## src/rtl/message_word_feeder.sv

```systemverilog
// rtl/message_word_feeder.sv - buffers a host message and feeds it one word per LOAD_STATE cycle to Mining_FSM/Preprocessing (option: FEEDER_BYTE_SWAP_EN)
module message_word_feeder #(
    parameter int         MAX_WORDS  = 64,
    parameter int         PTR_W      = 10,
    parameter logic [2:0] LOAD_STATE = 3'b001
) (
    input  logic        clock,
    input  logic        reset,
    input  logic        wr_en,
    input  logic [31:0] wr_data,
    input  logic        wr_last,
    input  logic [5:0]  wr_bits,
    output logic        wr_ready,
    output logic        overflow,
    input  logic [2:0]  state,
    input  logic        fine,
    output logic        start,
    output logic        stopw,
    output logic [31:0] message,
    output logic [6:0]  indirizzo,
    output logic [14:0] mess_lenght
);

    localparam int AW = (MAX_WORDS > 1) ? $clog2(MAX_WORDS) : 1;

    typedef enum logic [1:0] {IDLE, ARMED, STREAM, DONE} fsm_t;

    fsm_t             fsm;
    logic [31:0]      mem [0:MAX_WORDS-1];
    logic [PTR_W-1:0] wcnt;
    logic [PTR_W-1:0] rptr;
    logic [PTR_W-1:0] wcnt_final;
    logic             load;
    logic             full;
    logic             wr_take;
    logic             wr_drop;
    logic [5:0]       last_bits;
    logic [14:0]      len_calc;
    logic [31:0]      rd_word;
    logic [31:0]      out_word;

    // wr_ready is registered, so acceptance follows it rather than the raw FSM state
    assign load       = (state == LOAD_STATE);
    assign full       = (wcnt == PTR_W'(MAX_WORDS));
    assign wr_take    = wr_en && wr_ready && !full;
    assign wr_drop    = wr_en && wr_ready && full;
    assign wcnt_final = wr_take ? wcnt + 1'b1 : wcnt;
    assign last_bits  = (wr_bits == 6'd0) ? 6'd32 : wr_bits;
    assign len_calc   = (15'(wcnt_final - 1'b1) << 5) + 15'(last_bits);
    assign rd_word    = mem[rptr[AW-1:0]];

`ifdef FEEDER_BYTE_SWAP_EN
    assign out_word = {rd_word[7:0], rd_word[15:8], rd_word[23:16], rd_word[31:24]};
`else
    assign out_word = rd_word;
`endif

    always_ff @(posedge clock) begin
        if (wr_take) begin
            mem[wcnt[AW-1:0]] <= wr_data;
        end
    end

    always_ff @(posedge clock or negedge reset) begin
        if (!reset) begin
            fsm         <= IDLE;
            wcnt        <= '0;
            rptr        <= '0;
            wr_ready    <= 1'b0;
            overflow    <= 1'b0;
            start       <= 1'b0;
            stopw       <= 1'b0;
            message     <= '0;
            indirizzo   <= '0;
            mess_lenght <= '0;
        end else begin
            case (fsm)
                IDLE: begin
                    wr_ready <= 1'b1;
                    if (wr_take) begin
                        wcnt <= wcnt + 1'b1;
                    end
                    if (wr_drop) begin
                        overflow <= 1'b1;
                    end
                    if ((wr_take || wr_drop) && wr_last) begin
                        mess_lenght <= len_calc;
                        start       <= 1'b1;
                        stopw       <= 1'b0;
                        rptr        <= '0;
                        indirizzo   <= '0;
                        wr_ready    <= 1'b0;
                        fsm         <= ARMED;
                    end
                end
                // ARMED always has rptr=0 < wcnt, so it shares the emit path with STREAM
                ARMED, STREAM: begin
                    if (load) begin
                        if (rptr == wcnt) begin
                            start <= 1'b0;
                            stopw <= 1'b1;
                            fsm   <= DONE;
                        end else begin
                            message <= out_word;
                            rptr    <= rptr + 1'b1;
                            if (rptr[3:0] == 4'hF) begin
                                indirizzo <= indirizzo + 1'b1;
                            end
                            fsm <= STREAM;
                        end
                    end
                end
                DONE: begin
                    if (fine) begin
                        wcnt     <= '0;
                        stopw    <= 1'b0;
                        wr_ready <= 1'b1;
                        fsm      <= IDLE;
                    end
                end
                default: fsm <= IDLE;
            endcase
        end
    end

endmodule

```

## config.mk

```make
export PLATFORM = sky130hd
export DESIGN_NAME = message_word_feeder
export DESIGN_NICKNAME = d
export VERILOG_FILES = /design/src/rtl/message_word_feeder.sv
export SDC_FILE = /design/constraint.sdc
export NUM_CORES = 2
export LEC_CHECK = 0
export BUFFER_PORTS_ARGS = -buffer_cell sky130_fd_sc_hd__buf_2
export CORE_MARGIN = 2
export CORE_UTILIZATION = 50
export CTS_CLUSTER_DIAMETER = 30
export DETAILED_ROUTE_END_ITERATION = 10
export PLACE_DENSITY = 0.66
export SYNTH_ARGS = -nofsm -noshare
export SYNTH_HDL_FRONTEND = slang
export SYNTH_SLANG_ARGS = --single-unit
```

## constraint.sdc

```tcl
create_clock -name clock -period 8.6 [get_ports clock]
set_input_delay 1.29 -clock clock [delete_from_list [all_inputs] [get_ports clock]]
set_output_delay 1.29 -clock clock [all_outputs]
set_load 0.005 [all_outputs]
```

==> summary.md <==
| Metric | Value |
|---|---|
| CORE AREA | `162800 um^2` |
| Average size of a mapped cell | `24.00 um^2` |
| CTS HTree Levels | `5` |
| CTS Buf Count | `413` |
| Status | `finished clean` |
| Max IR drop VDD | `303.0 uV` |
| Die area | `167300 um^2` |
| Worst Path Required | `9.38 ns` |
| CP startpoint kind | `flip-flop` |
| Fin cells | `6347` |
| Critical Path AT | `5.28 ns` |
| Number of synthesized flops with an enable pin | `2048` |
| Vias in the first global route | `40474` |
| Yosys cell types | `57` |
| Total track usage | `0.2532` |
| Drt drc | `0` |
| Final WS setup | `4.096 ns` |
| Combinational share of power | `0.169` |
| Clk network pwr share | `0.475` |
| GP Congestion | `0.7914` |
| Skew final | `0.07724 ns` |
| Final core occ | `0.6122` |
| Floorplan row count | `148` |
| Share of layout cells above drive strength 1 | `0.3923` |
| Setup Crit Path Kind | `reg2reg` |
| Initial Utilization | `0.5040` |
| Post-CTS Hold Fix Bufs | `0` |
| Synth-to-Final Area Change | `21.46%` |
| Worst reg2reg path depth | `6` |
| Post-DP HPWL | `107400 um` |
| Sw Share | `0.2475` |
| Sequential share of the synthesized area | `0.7740` |
| Worst-Margin Slew | `1.245 ns` |
| Post-Route WL | `209700 um` |
| Clk buf depth | `4` |
| Post-route ant nets | `0` |
| GR Overflow Total | `0` |
| Post-CTS Resized | `0` |
| Vias per cell | `6.193` |
| Post-CTS setup buffer count | `0` |
| Int Pwr | `25.20 mW` |
| Async set-reset flop share out of synthesis | `0.03759` |
| Hold Slack | `0.3432 ns` |
| Top-area cell type share of the netlist area | `0.7496` |
| Pwr/cell area | `336.1 nW/um^2` |
| Clk pin slew, worst setup/hold paths | `0.05 ns` |
| HP Class | `in2async` |
| TritonRoute pass-1 iters | `5` |
| IO Port Bufs | `103` |
| Top cells by area, synth | `edfxtp_1 75%, mux4_2 18%, dfrtp_1 2.4%` |
| Die width | `409.1 um` |
| Max Slew Vio Count | `0` |
| Largest net degree at the start of global routing | `161` |
| Final worst path period need | `4.504 ns` |
| Max Cap Viol | `0` |
| WL/cell | `33.04 um` |
| Clk Latency, worst-skew pair | `0.96 ns` |
| Top FF cell, synth | `edfxtp_1` |
| CTS Root Buffer Type | `clkbuf_16` |
| Area leader, netlist | `edfxtp_1` |
| Initial detailed-routing violation count | `5105` |
| Lkg Pwr | `31.51 nW` |
| Clock sinks | `2128` |
| Synthesized flop and latch total | `2128` |
| DP Cell Count | `5594` |
| Via count | `39308` |
| Crit-path max FO | `48` |
| Cell count after synthesis | `3419` |
| Initial antenna violation count | `17` |
| # fillers | `10772` |
| Slew HR | `0.1702` |
| Setup_tns | `0 ns` |
| Hold Violations, Final | `0` |
| First-pass GRT wire length | `298800 um` |
| Fin nets | `3889` |
| CTS tree | `built` |
| Peak Freq | `0.2220 GHz` |
| Sw Pwr | `8.291 mW` |
| Pre-CTS WS | `3.902 ns` |
| Die Span Y | `409.1 um` |
| Sequential Power Share | `0.356` |
| Synth warnings | `0` |
| Synth Cell Area | `82040 um^2` |
| Mapped Nets | `3474` |
| CP endpoint kind | `flip-flop` |
| RSZ-0062 raised after global routing | `no` |
| I/O Pins | `104` |
| Setup Viol. Count Final | `0` |
| Tcrit/Tclk final | `0.5237` |
## flip-flops by register name, indices dropped and copies added (netlist names), 2 cells and up
signal / count
indirizzo: 7
message: 32
wcnt: 10
mess_lenght: 15
rptr: 10
mem: 2048
fsm: 2
## synth_stat cells, drive strengths merged (3+ instances only)
| master | number |
|---|---|
| mux4 | 664 |
| mux2 | 40 |
| or2 | 3 |
| inv | 12 |
| nand2b | 4 |
| and2 | 5 |
| nand2 | 47 |
| or3 | 4 |
| a211oi | 9 |
| xnor2 | 30 |
| o31ai | 4 |
| o211ai | 3 |
| xor2 | 12 |
| ha | 9 |
| clkbuf | 93 |
| a32o | 3 |
| buf | 96 |
| a21oi | 21 |
| nand3 | 14 |
| o21ai | 30 |
| mux2i | 12 |
| and3 | 6 |
| dfrtp | 80 |
| nor3 | 15 |
| nor4 | 4 |
| nor2 | 97 |
| nand4 | 9 |
| a21o | 3 |
| or3b | 3 |
| edfxtp | 2048 |
| nor2b | 10 |
| a31oi | 5 |
## placed cells by master, fill, tap and decap left out, types with 44 or more instances in the layout
master / netlist / routed
edfxtp_1: 2048 / 2048
nand2_1: 47 / 47
clkinv_2: 0 / 61
clkinvlp_4: 0 / 44
clkinv_1: 0 / 45
buf_4: 8 / 78
buf_2: 50 / 102
dfrtp_1: 80 / 74
nor2_4: 0 / 63
mux4_2: 664 / 664
bufinv_16: 0 / 57
clkbuf_16: 0 / 416
## stage by stage
step,cell area [um^2],power [mW]
floorplan,82040,16.15
detailed placement,85730,17.84
CTS,99640,33.76
global route,99640,34.54
finish,99650,33.49
global placement,85730,17.80
## power groups by stage
stage / sequential (mW) / combinational [mW] / clock (mW)
detailed placement: 12.1 / 5.71 / 0
global placement: 12.1 / 5.68 / 0
global route: 12.0 / 6.01 / 16.6
floorplan: 11.9 / 4.26 / 0
CTS: 11.9 / 5.75 / 16.1
finish: 11.9 / 5.65 / 15.9
## worst paths after layout
kind                         start             end  slack [ns]
max                        rptr[0]      message[4]        4.10
min                          reset  mess_lenght[5]        0.34
max reg2reg                rptr[0]      message[4]        4.10
min reg2reg                  start           start        0.47
max in group asynchronous    reset         rptr[4]        6.85
min in group clock           start           start        0.47
## cells by family after synthesis
family	after synthesis	share of synthesized area
flops	2128	0.7740
mux	716	0.1893
simple gates	234	0.01359
buf+inv	201	0.01042
compound gates	89	0.006878
xor+xnor	42	0.004484
fa+ha+maj	9	0.001373
## layer usage
metal	global-route usage	part of all wire	routed length, um	vias up
met5	0	0.00028	58	-
met4	0.07832	0.027	5704	8
met3	0.05615	0.095	19840	352
met2	0.4013	0.49	102700	2061
met1	0.3554	0.39	81430	21191
li1	-	-	-	15696
## layout make-up
cell class,count,area (um^2),area share
Sequential cell,2128,63520,0.6374
Inverter,12,45.04,0.0004520
Clock inverter,281,3194,0.03205
Multi-Input combinational cell,1090,18170,0.1823
Timing Repair Buffer,189,1276,0.01281
Clock buffer,468,10720,0.1075
Tap cell,2175,2721,0.02731
Antenna cell,4,10.01,0.0001004
## worst max-delay path, stage by stage (launching register included)
cell	delay, ns
dfrtp_4	1.11
buf_4	0.67
buf_4	0.57
mux4_2	0.57
mux4_2	0.55
mux4_2	0.48
mux2_2	0.27
(Power assumes the default switching activity.)
